===== src/rtl/pool_cfg_master.sv =====
// AXI4-Lite write master that programs a pooling engine: soft reset, frame size,
// KERNEL_SIZE^2 kernel words, then enable, one write in flight at a time.
module pool_cfg_master #(
    parameter int ADDR_WIDTH   = 10,
    parameter int KERNEL_SIZE  = 3,
    parameter int RESP_TIMEOUT = 256
) (
    input  logic                                   axi_clk,
    input  logic                                   axi_reset_n,
    input  logic                                   start,
    input  logic [15:0]                            cfg_width,
    input  logic [15:0]                            cfg_height,
    input  logic [32*KERNEL_SIZE*KERNEL_SIZE-1:0]  cfg_kernel,
    output logic                                   busy,
    output logic                                   done,
    output logic                                   error,
    output logic [ADDR_WIDTH-1:0]                  m_axi_awaddr,
    output logic                                   m_axi_awvalid,
    input  logic                                   m_axi_awready,
    output logic [31:0]                            m_axi_wdata,
    output logic                                   m_axi_wvalid,
    input  logic                                   m_axi_wready,
    input  logic [1:0]                             m_axi_bresp,
    input  logic                                   m_axi_bvalid,
    output logic                                   m_axi_bready
);

    localparam int K2    = KERNEL_SIZE * KERNEL_SIZE;
    localparam int NWR   = K2 + 4;
    localparam int IDX_W = $clog2(NWR + 1);
    localparam int TMO_W = $clog2(RESP_TIMEOUT + 1);

    typedef enum logic [2:0] {IDLE, WRITE, RESP, FINISH, FAIL} state_t;

    state_t                 state_q, state_d;
    logic [IDX_W-1:0]       idx_q, idx_d, idx_nxt;
    logic [TMO_W-1:0]       tmo_q, tmo_d;
    logic                   awvalid_q, awvalid_d;
    logic                   wvalid_q, wvalid_d;
    logic                   bready_q, bready_d;
    logic [ADDR_WIDTH-1:0]  awaddr_q, awaddr_d;
    logic [31:0]            wdata_q, wdata_d;
    logic                   busy_q, busy_d;
    logic                   done_q, done_d;
    logic                   error_q, error_d;
    logic [15:0]            width_q, height_q;
    logic [32*K2-1:0]       kern_q;
    logic                   cfg_load;

    // Register map: 0 enable, 4 soft reset, 16 width, 20 height, 24.. kernel words.
    function automatic logic [ADDR_WIDTH-1:0] addr_of(input logic [IDX_W-1:0] idx);
        int i;
        i = int'(idx);
        if (i == 0)           return ADDR_WIDTH'(4);
        else if (i == 1)      return ADDR_WIDTH'(16);
        else if (i == 2)      return ADDR_WIDTH'(20);
        else if (i < 3 + K2)  return ADDR_WIDTH'(24 + 4 * (i - 3));
        else                  return '0;
    endfunction

    function automatic logic [31:0] data_of(input logic [IDX_W-1:0] idx,
                                            input logic [15:0]      w,
                                            input logic [15:0]      h,
                                            input logic [32*K2-1:0] kern);
        int i;
        i = int'(idx);
        if (i == 1)                 return {16'd0, w};
        else if (i == 2)            return {16'd0, h};
        else if (i >= 3 && i < 3 + K2) return kern[32*(i-3) +: 32];
        else                        return 32'd1;
    endfunction

    assign cfg_load = (state_q == IDLE) && start;
    assign idx_nxt  = idx_q + IDX_W'(1);

    always_ff @(posedge axi_clk) begin
        if (cfg_load) begin
            width_q  <= cfg_width;
            height_q <= cfg_height;
            kern_q   <= cfg_kernel;
        end
    end

    always_comb begin
        state_d   = state_q;
        idx_d     = idx_q;
        tmo_d     = tmo_q;
        awvalid_d = awvalid_q;
        wvalid_d  = wvalid_q;
        bready_d  = bready_q;
        awaddr_d  = awaddr_q;
        wdata_d   = wdata_q;
        busy_d    = busy_q;
        done_d    = 1'b0;
        error_d   = error_q;
        case (state_q)
            IDLE: begin
                if (start) begin
                    state_d   = WRITE;
                    idx_d     = '0;
                    error_d   = 1'b0;
                    busy_d    = 1'b1;
                    awvalid_d = 1'b1;
                    wvalid_d  = 1'b1;
                    awaddr_d  = addr_of('0);
                    wdata_d   = data_of('0, cfg_width, cfg_height, cfg_kernel);
                end
            end
            WRITE: begin
                if (awvalid_q && m_axi_awready) awvalid_d = 1'b0;
                if (wvalid_q && m_axi_wready)   wvalid_d  = 1'b0;
                // Both channels finished in an earlier cycle: wait for the response.
                if (!awvalid_q && !wvalid_q) begin
                    state_d  = RESP;
                    bready_d = 1'b1;
                    tmo_d    = '0;
                end
            end
            RESP: begin
                if (m_axi_bvalid) begin
                    bready_d = 1'b0;
                    if (m_axi_bresp != 2'b00) begin
                        state_d = FAIL;
                        error_d = 1'b1;
                    end else if (int'(idx_q) == NWR - 1) begin
                        state_d = FINISH;
                        done_d  = 1'b1;
                    end else begin
                        state_d   = WRITE;
                        idx_d     = idx_nxt;
                        awvalid_d = 1'b1;
                        wvalid_d  = 1'b1;
                        awaddr_d  = addr_of(idx_nxt);
                        wdata_d   = data_of(idx_nxt, width_q, height_q, kern_q);
                    end
                end else if (tmo_q == TMO_W'(RESP_TIMEOUT - 1)) begin
                    state_d  = FAIL;
                    error_d  = 1'b1;
                    bready_d = 1'b0;
                end else begin
                    tmo_d = tmo_q + TMO_W'(1);
                end
            end
            FINISH: begin
                state_d = IDLE;
                busy_d  = 1'b0;
            end
            FAIL: begin
                state_d = IDLE;
                busy_d  = 1'b0;
            end
            default: begin
                state_d = IDLE;
                busy_d  = 1'b0;
            end
        endcase
    end

    always_ff @(posedge axi_clk or negedge axi_reset_n) begin
        if (!axi_reset_n) begin
            state_q   <= IDLE;
            idx_q     <= '0;
            tmo_q     <= '0;
            awvalid_q <= 1'b0;
            wvalid_q  <= 1'b0;
            bready_q  <= 1'b0;
            awaddr_q  <= '0;
            wdata_q   <= '0;
            busy_q    <= 1'b0;
            done_q    <= 1'b0;
            error_q   <= 1'b0;
        end else begin
            state_q   <= state_d;
            idx_q     <= idx_d;
            tmo_q     <= tmo_d;
            awvalid_q <= awvalid_d;
            wvalid_q  <= wvalid_d;
            bready_q  <= bready_d;
            awaddr_q  <= awaddr_d;
            wdata_q   <= wdata_d;
            busy_q    <= busy_d;
            done_q    <= done_d;
            error_q   <= error_d;
        end
    end

    assign m_axi_awaddr  = awaddr_q;
    assign m_axi_awvalid = awvalid_q;
    assign m_axi_wdata   = wdata_q;
    assign m_axi_wvalid  = wvalid_q;
    assign m_axi_bready  = bready_q;
    assign busy          = busy_q;
    assign done          = done_q;
    assign error         = error_q;

endmodule


===== config.mk =====
export PLATFORM = sky130hd
export DESIGN_NAME = pool_cfg_master
export DESIGN_NICKNAME = d
export VERILOG_FILES = /design/src/rtl/pool_cfg_master.sv
export SDC_FILE = /design/constraint.sdc
export NUM_CORES = 1
export LEC_CHECK = 0
export ABC_CLOCK_PERIOD_IN_PS = 9220
export BUFFER_PORTS_ARGS = -buffer_cell sky130_fd_sc_hd__buf_2
export CORE_UTILIZATION = 40
export DETAILED_ROUTE_END_ITERATION = 10
export MAX_ROUTING_LAYER = met4
export PLACE_DENSITY_LB_ADDON = 0.12
export SKIP_CTS_REPAIR_TIMING = 1
export SYNTH_ARGS = -nofsm -noshare
export SYNTH_HDL_FRONTEND = slang
export SYNTH_SLANG_ARGS = --single-unit

===== constraint.sdc =====
create_clock -name axi_clk -period 9.22 [get_ports axi_clk]
set_input_delay 1.844 -clock axi_clk [delete_from_list [all_inputs] [get_ports axi_clk]]
set_output_delay 1.844 -clock axi_clk [all_outputs]
set_load 0.03 [all_outputs]

== Word level (Yosys, flattened, before mapping) ==
Index checks and enable logic that the tools add are counted.
Widths: inputs -> output; s select.
Cells by class
  $lt $le $gt $ge: 2
  bitwise logic cells: 1
  reduce and logical (&&, ||, !) cells: 22
  equality and inequality tests: 17
  add/subtract/negate cells: 4
  shifts and indexed selects: 1
  mux-type cells: 55
Operators with widths (count)
  $shiftx 288x10->32: 1
  $mux 32: 7
  $mux 10: 8
  $pmux 32 s2: 1
  $mux 9: 3
  $pmux 10 s2: 1
  $ne 2x2->1 const B: 9
  $pmux 9 s2: 1
  $mux 1: 17
  $mux 4: 4
  $mux 3: 5
  $reduce_and 6->1: 2
  $add 9x1->9 const B: 1
  $eq 9x8->1 const B: 1
  $pmux 3 s3: 1
  $add 6x7->8 const A: 1
  $eq 4x3->1 const B: 2
  $pmux 4 s2: 1
  $reduce_and 4->1: 2
  $ne 3x3->1 const B: 2
  $pmux 1 s2: 3
  $pmux 1 s3: 2
  $reduce_and 3->1: 2
  $reduce_bool 2->1: 3
  other kinds (17): 22
Storage, ports and cells
  register bits after elaboration: 384
  output and inout bits: 48
  word-level logic and storage cells: 116
  input port bits: 328

== Logic depth before layout (Yosys ltp) ==
Gate-level depths: netlist (run 1).
  depth in word-level cells: 11
  mapped depth: 13
  depth with buffers taken out: 10

== Worst setup path after synthesis (run 1) ==
No wires, ideal clock.
  path type: input port to flip-flop
  start: input start
  end: register height_q[0] (enable)
  data required time: 8.494 ns
  cell stages on the path: 1
  setup slack: -0.689 ns
  arrival: 9.183 ns
  path buffers: 0
  cell sequence: and3_1
On the way
  longest elaborated chain between the ends: 1
Ends and longest elaborated chain
  from (decl): line 10  | input logic start,
  $logic_and 1x1->1: line 73  | assign cfg_load = (state_q == IDLE) && start;
  to (signal assigned): line 79  | height_q <= cfg_height;
  to (decl): line 46  | logic [15:0] width_q, height_q;
Every way passes these cells.
A chain may end at the register's enable or synchronous reset.

== Worst setup path in the final report (run 1) ==
  start: register idx_q[0]
  end: register wdata_q[20] (netlist: m_axi_wdata[20])
On the way
  longest elaborated chain between the ends: 10
  elaborated cells between the ends (all ways): 18
Ends and longest elaborated chain
  from (decl): line 36  | logic [IDX_W-1:0] idx_q, idx_d, idx_nxt;
  from (signal assigned): line 174  | idx_q <= idx_d;
  $add 4x1->4: line 74  | assign idx_nxt = idx_q + IDX_W'(1);
  $sub 4x2->5, or another cell as far along: line 69  | else if (i >= 3 && i < 3 + K2) return kern[32*(i-3) +: 32];
  $shiftx 288x10->32 or $logic_and 1x1->1 (tied branches): line 69
  $mux 32: line 69
  $mux 32: line 68  | else if (i == 2) return {16'd0, h};
  $mux 32: line 67  | if (i == 1) return {16'd0, w};
  $mux 32: line 125  | end else if (int'(idx_q) == NWR - 1) begin
  $mux 32: line 122  | if (m_axi_bresp != 2'b00) begin
  $mux 32: line 120  | if (m_axi_bvalid) begin
  $pmux 32 s2: line 96  | case (state_q)
  to (signal assigned): line 180  | wdata_q <= wdata_d;
  to (decl): line 42  | logic [31:0] wdata_q, wdata_d;
Several ways; a longest one is shown, not always the timed one. The select of a mux whose other input is x is not followed.

==> impl_metrics.py, run 1 <==
metrics = {
    "outcome": {
        "status": "complete, no violations",
    },
    "layout": {
        "seq_area_sq_mm": 0.0111,
        "multiInputGateArea_sq_mm": 0.00370,
        "syn2layout_area_growth_pct": 24.8,
        "nFillCells": 3189,
        "stdcell_area_sq_mm": 0.0188,
        "fin_nets": 1556,
        "final_cell_mix": "372 x buf_2, 320 x edfxtp_1, 64 x mux4_2, 59 x dfrtp_1, 55 x nand2_1",
        "layout_commonest_cell": "buf_2",
        "drive_gt1_share_pct": 42.5,
    },
    "timing": {
        "rsz0062_at_grt": "no",
        "setup_viol": 0,
        "max_slew.worst_pin.slew_ps": 1110,
        "hold_viol": 0,
        "drv_slew": 0,
        "tns_ps": 0,
        "fmax_mhz": 233,
        "max_slew_margin_pct": 23.9,
        "fin_crit_ps": 4290,
        "fin_crit_sh_pct": 46.5,
        "skew_ps": 18.2,
    },
    "power": {
        "power.internal_mw": 3.84,
        "p_sw_mw": 1.63,
        "powerDensity_mw_per_mm2": 291,
        "p_leak_nw": 7.01,
        "clock_power_share_pct": 30.1,
        "ir_worst_vdd_mv": 0.147,
        "p_seq_share_pct": 45.6,
        "comb_power_share_pct": 24.3,
        "swShare_pct": 29.8,
    },
    "routing": {
        "num_vias": 8922,
        "drcViolationCount": 0,
        "antenna_left": 0,
        "vias_per_cell": 5.02,
        "routed_wl_um": 38100,
        "dr.pass1.iters": 5,
        "wl_per_cell_um": 21.4,
        "drt_iter0_markers": 606,
    },
    "floorplan": {
        "die_y_um": 196,
        "dieArea_sq_mm": 0.0385,
        "core-area_sq_mm": 0.0369,
        "pin_count": 376,
        "start_util_pct": 40.9,
        "num_rows": 70,
        "die_w_um": 196,
    },
    "critical_path": {
        "path_buf_inv": 2,
        "worstPathMaxFanout": 71,
        "crit_family": "simple AND/OR/NAND/NOR gates",
        "cp.required_ps": 9690,
        "critical_path_class": "reg -> reg",
        "startpoint_type": "register",
        "critPathCaptureType": "register",
        "arrival_ps": 4760,
        "slowest_delay_ps": 870,
        "path_cells": "inv_1 > ha_1 > nor2_4 > buf_4 > o21ai_1 > nor3_4 > nand2_2 > o211ai_1",
        "crit_slowest_cell": "dfrtp_4",
    },
    "global_routing": {
        "grt_max_degree": 84,
        "antenna_found_initial": 18,
        "grt_pass1_wl_um": 56400,
        "grtUsageTotal_pct": 20.7,
        "grt_pass1_vias": 9249,
        "gr-total-overflow": 0,
    },
    "clocking": {
        "cts_buffer_depth": 3,
        "cts.sinks": 380,
        "clkTransAtPathRegs_ps": 60,
        "insertion_delay_ps": 570,
        "root_buffer": "clkbuf_16",
        "numCtsBuffers": 43,
        "cts_tree": "yes",
        "h-tree-depth": 2,
    },
    "yosys": {
        "async_flop_share_pct": 15.8,
        "postSynthAreaPerCell_sq_um": 17.9,
        "ys_types": 65,
        "yosysSeqAreaShare_pct": 73.7,
        "synth-seq-cells": 380,
        "synth-main-ff-cell": "edfxtp_1",
        "synth_enable_flop_cells": 320,
        "syn_inst": 843,
        "synth.cell_area_sq_mm": 0.0151,
        "ys_warn_count": 0,
    },
    "placed_design": {
        "placed_cell_area_sq_mm": 0.0174,
        "gp_congestion": 0.827,
        "port-buffer-count": 373,
        "dpl.hpwl_um": 26000,
    },
    "worst_hold_path": {
        "hp-class": "reg -> reg",
    },
    "flow_run": {
        "cap_violations": 0,
    },
}
[through the flow]
stage               utilization [%]  total power, mW  setup WS [ps]  hold WS (ps)  instances
floorplan                         -             3.52           3050           449        844
global placement               47.2             3.87           4450           462       1679
detailed placement             47.2             3.90           4370           482       1679
CTS                            50.9             5.57           4720           495       1759
global route                   51.0             5.75           4490           514       1777
finish                         51.0             5.48           4930           490       1777
[path summary, 6_finish.rpt]
path	startpoint	end	slack (ps)	depth (start not counted)
worst min register to register	m_axi_wdata[19]	m_axi_wdata[19]	490	2
worst min-delay path	m_axi_wdata[19]	m_axi_wdata[19]	490	2
worst max register to register	idx_q[0]	m_axi_wdata[20]	4930	8
worst max-delay path	idx_q[0]	m_axi_wdata[20]	4930	8
min in group asynchronous	axi_reset_n	m_axi_wdata[5]	1380	1
max in group asynchronous	axi_reset_n	idx_q[0]	7170	1
[final cells by class]
cell class / count / area share, %
inverter: 7 / 0.140
clock inverter: 25 / 1.12
sequential: 380 / 59.1
antenna: 18 / 0.239
timing repair buffer: 382 / 10.3
multi-input combinational: 406 / 19.7
clock buffer: 55 / 6.12
tap: 504 / 3.35
[state kept, by name, indices dropped and copies added, names as in the netlist]
register and count:
m_axi_wdata 32, height_q 16, m_axi_awaddr 6, width_q 16
m_axi_wvalid 1, kern_q 288, busy 1, state_q 3
m_axi_bready 1, done 1, idx_q 4, tmo_q 9
m_axi_awvalid 1, error 1
[power by group through the flow]
stage / Clock (mW) / Sequential, mW / Combinational (mW)
2_1_floorplan: 0 / 2.59 / 0.931
5_1_grt: 1.76 / 2.54 / 1.45
3_5_place_dp: 0 / 2.54 / 1.36
4_1_cts: 1.70 / 2.51 / 1.36
3_3_place_gp: 0 / 2.53 / 1.35
6_report: 1.65 / 2.50 / 1.33
[worst min-delay path, cell delays in order, from the launching register on]
cell      delay, ps
dfrtp_1         330
nand2_1          50
o211ai_1         70
[synth_stat cells (9+ instances only)]
library cell	instances	area share [%]
clkbuf_1	17	0.42
a22oi_1	31	1.5
dfrtp_1	60	10
o31ai_2	10	0.83
nor2_1	38	0.95
buf_2	20	0.66
o211ai_1	15	0.75
a22o_1	19	1.1
o21ai_0	17	0.56
buf_4	9	0.45
o31a_1	17	0.99
mux4_2	64	9.6
a21oi_1	28	0.93
edfxtp_1	320	64
nand2_1	55	1.4
nand3_1	21	0.70
[kinds of logic (layout without fill, tap and decap cells)]
family / after synthesis / after routing / share of synthesized area [%]
XOR/XNOR: 9 / 9 / 0.697
other: 1 / 20 / 0.0249
AND/OR/NAND/NOR: 154 / 154 / 4.86
buffers and inverters: 58 / 469 / 1.98
multiplexers: 66 / 66 / 9.70
adder cells (fa/ha/maj): 8 / 8 / 0.664
AO/OA/AOI/OAI: 167 / 167 / 8.37
flip-flops: 380 / 380 / 73.7
[routing by layer]
layer  GRT usage [%]  vias to the layer above  routed length [um]
li1                -                     4175                   -
met1            26.1                     4412               16000
met2            32.0                      283               18500
met3            5.55                       52                2680
met4            7.58                        0                 890
met5               -                        -                   0
No activity file was read; power rests on OpenSTA's default activity.
==> run 2, diff against run 1 <==
--- a/config.mk
+++ b/config.mk
@@ -5,7 +5,7 @@
 export SDC_FILE = /design/constraint.sdc
 export NUM_CORES = 1
 export LEC_CHECK = 0
-export ABC_CLOCK_PERIOD_IN_PS = 9220
+export ABC_CLOCK_PERIOD_IN_PS = 3600
 export BUFFER_PORTS_ARGS = -buffer_cell sky130_fd_sc_hd__buf_2
 export CORE_UTILIZATION = 40
 export DETAILED_ROUTE_END_ITERATION = 10
==> constraint.sdc (replaced) <==
create_clock -name axi_clk -period 3.6 [get_ports axi_clk]
set_input_delay 0.72 -clock axi_clk [delete_from_list [all_inputs] [get_ports axi_clk]]
set_output_delay 0.72 -clock axi_clk [all_outputs]
set_load 0.03 [all_outputs]
==> run 2 against run 1 <==
  * Setup slack got worse by 4500 ps
  * Global-route usage rose by 0.38 points
  * Final cell count rose by 0.84%
  * Sequential share of layout area fell by 0.84 points
  * Sequential power rose to 2.5 times the previous value
  * Largest cell class unchanged
  * Largest power group unchanged
==> impl_metrics.py, run 2 (same netlist as run 1, synthesis figures left out) <==
metrics = {
    "critical_path": {
        "critical_path_class": "reg -> reg",
        "cp.required_ps": 4050,
        "slowest_delay_ps": 660,
        "critPathCaptureType": "register",
        "arrival_ps": 3660,
        "crit_slowest_cell": "xnor2_4",
        "path_cells": "ha_1 > xnor2_2 > xnor2_4 > nand2_1 > a211oi_4 > buf_4 > a22oi_1 > o31ai_1",
        "worstPathMaxFanout": 18,
        "startpoint_type": "register",
    },
    "floorplan": {
        "core-area_sq_mm": 0.0369,
        "num_rows": 70,
        "die_y_um": 196,
        "die_w_um": 196,
        "start_util_pct": 40.9,
        "pin_count": 376,
        "dieArea_sq_mm": 0.0385,
    },
    "timing": {
        "drv_slew": 0,
        "fin_crit_ps": 3210,
        "max_slew_margin_pct": 29.0,
        "fin_crit_sh_pct": 89.1,
        "skew_ps": 17.4,
        "max_slew.worst_pin.slew_ps": 1040,
        "tns_ps": 0,
        "fin_ws_ps": 393,
        "fmax_mhz": 312,
        "rsz0062_at_grt": "no",
        "hold_viol": 0,
        "whs_ps": 334,
        "setup_viol": 0,
    },
    "power": {
        "p_leak_nw": 7.16,
        "powerDensity_mw_per_mm2": 749,
        "ir_worst_vdd_mv": 0.446,
    },
    "worst_hold_path": {
        "hp-class": "in -> reg",
    },
    "global_routing": {
        "antenna_found_initial": 18,
        "grt_busiest_layer": "met2",
        "grt_pass1_vias": 9425,
        "use_met1_pct": 26.1,
        "grt_pass1_wl_um": 57500,
        "gr-total-overflow": 0,
        "grt_max_degree": 47,
        "grtUsageMet3_pct": 6.62,
        "gr-usage-met2_pct": 32.6,
        "grtUsageTotal_pct": 21.0,
    },
    "layout": {
        "nFillCells": 3139,
        "regMostFlops": "kern_q",
        "stdcell_area_sq_mm": 0.0191,
        "layout_commonest_cell": "buf_2",
        "drive_gt1_share_pct": 44.0,
        "syn2layout_area_growth_pct": 26.6,
        "final_cell_mix": "373 x buf_2, 320 x edfxtp_1, 64 x mux4_2, 59 x dfrtp_1, 55 x nand2_1",
        "largest_reg_flops": 288,
        "fin_nets": 1575,
    },
    "clocking": {
        "clkTransAtPathRegs_ps": 60,
        "h-tree-depth": 2,
        "cts_buffer_depth": 3,
        "cts.sinks": 380,
        "numCtsBuffers": 41,
        "root_buffer": "clkbuf_16",
        "insertion_delay_ps": 560,
        "cts_tree": "yes",
    },
    "routing": {
        "vias_per_cell": 5.04,
        "drcViolationCount": 0,
        "num_vias": 9035,
        "routed_wl_um": 38600,
        "drt_iter0_markers": 508,
        "dr.pass1.iters": 5,
        "wl_per_cell_um": 21.6,
        "antenna_left": 0,
    },
    "flow_run": {
        "cap_violations": 0,
    },
    "placed_design": {
        "port-buffer-count": 373,
        "gp_congestion": 0.842,
        "pre_cts_ws_ps": 405,
        "dpl.hpwl_um": 27600,
        "placed_cell_area_sq_mm": 0.0177,
    },
    "outcome": {
        "status": "complete, no violations",
    },
}
run 2: worst max-delay path, delay by kind of cell (launching register included):
| family | cells | cell delay [ps] |
|---|---|---|
| and+or+nand+nor | 1 | 200 |
| buffers and inverters | 1 | 270 |
| adders and majority gates | 1 | 560 |
| DFF | 1 | 570 |
| AOI/OAI and AO/OA | 3 | 600 |
| xor gates and xnor gates | 2 | 900 |
run 2: routing by layer:
| layer | wire, um | up-vias |
|---|---|---|
| li1 | - | 4211 |
| met1 | 16100 | 4483 |
| met2 | 18700 | 275 |
| met3 | 2980 | 66 |
| met4 | 902 | 0 |
| met5 | 0 | - |
run 2: power by group:
part	switching, mW	internal [mW]
registers	0.331	5.96
logic	2.21	1.57
clock network	1.71	2.52
run 2: final timing paths:
path | start | to | slack, ps | cells after the start
setup / recovery | idx_q[0] | m_axi_wdata[3] | 390 | 8
hold / removal | cfg_kernel[153] | kern_q[153] | 330 | 1
setup reg to reg | idx_q[0] | m_axi_wdata[3] | 390 | 8
hold reg to reg | tmo_q[8] | tmo_q[8] | 480 | 2
max in group asynchronous | axi_reset_n | m_axi_wdata[22] | 2500 | 2
min in group asynchronous | axi_reset_n | idx_q[0] | 340 | 1
run 2: cell type report:
class                           instances  area [sq um]  share of cell area (%)
Timing Repair Buffer                  403          2220                    11.6
Multi-Input combinational cell        406          3700                    19.4
Clock buffer                           55          1180                    6.19
Sequential cell                       380         11100                    58.2
Clock inverter                         20           181                   0.950
Inverter                                7          26.3                   0.138
Antenna cell                           17          42.5                   0.223
Tap cell                              504           631                    3.30
run 2: metrics by stage:
step                power [mW]  cells  util, %
global route              15.0   1792     51.8
finish                    14.3   1792     51.8
detailed placement        10.2   1700     48.0
CTS                       14.5   1775     51.7
global placement          10.2   1700     48.0
floorplan                 8.93    844        -
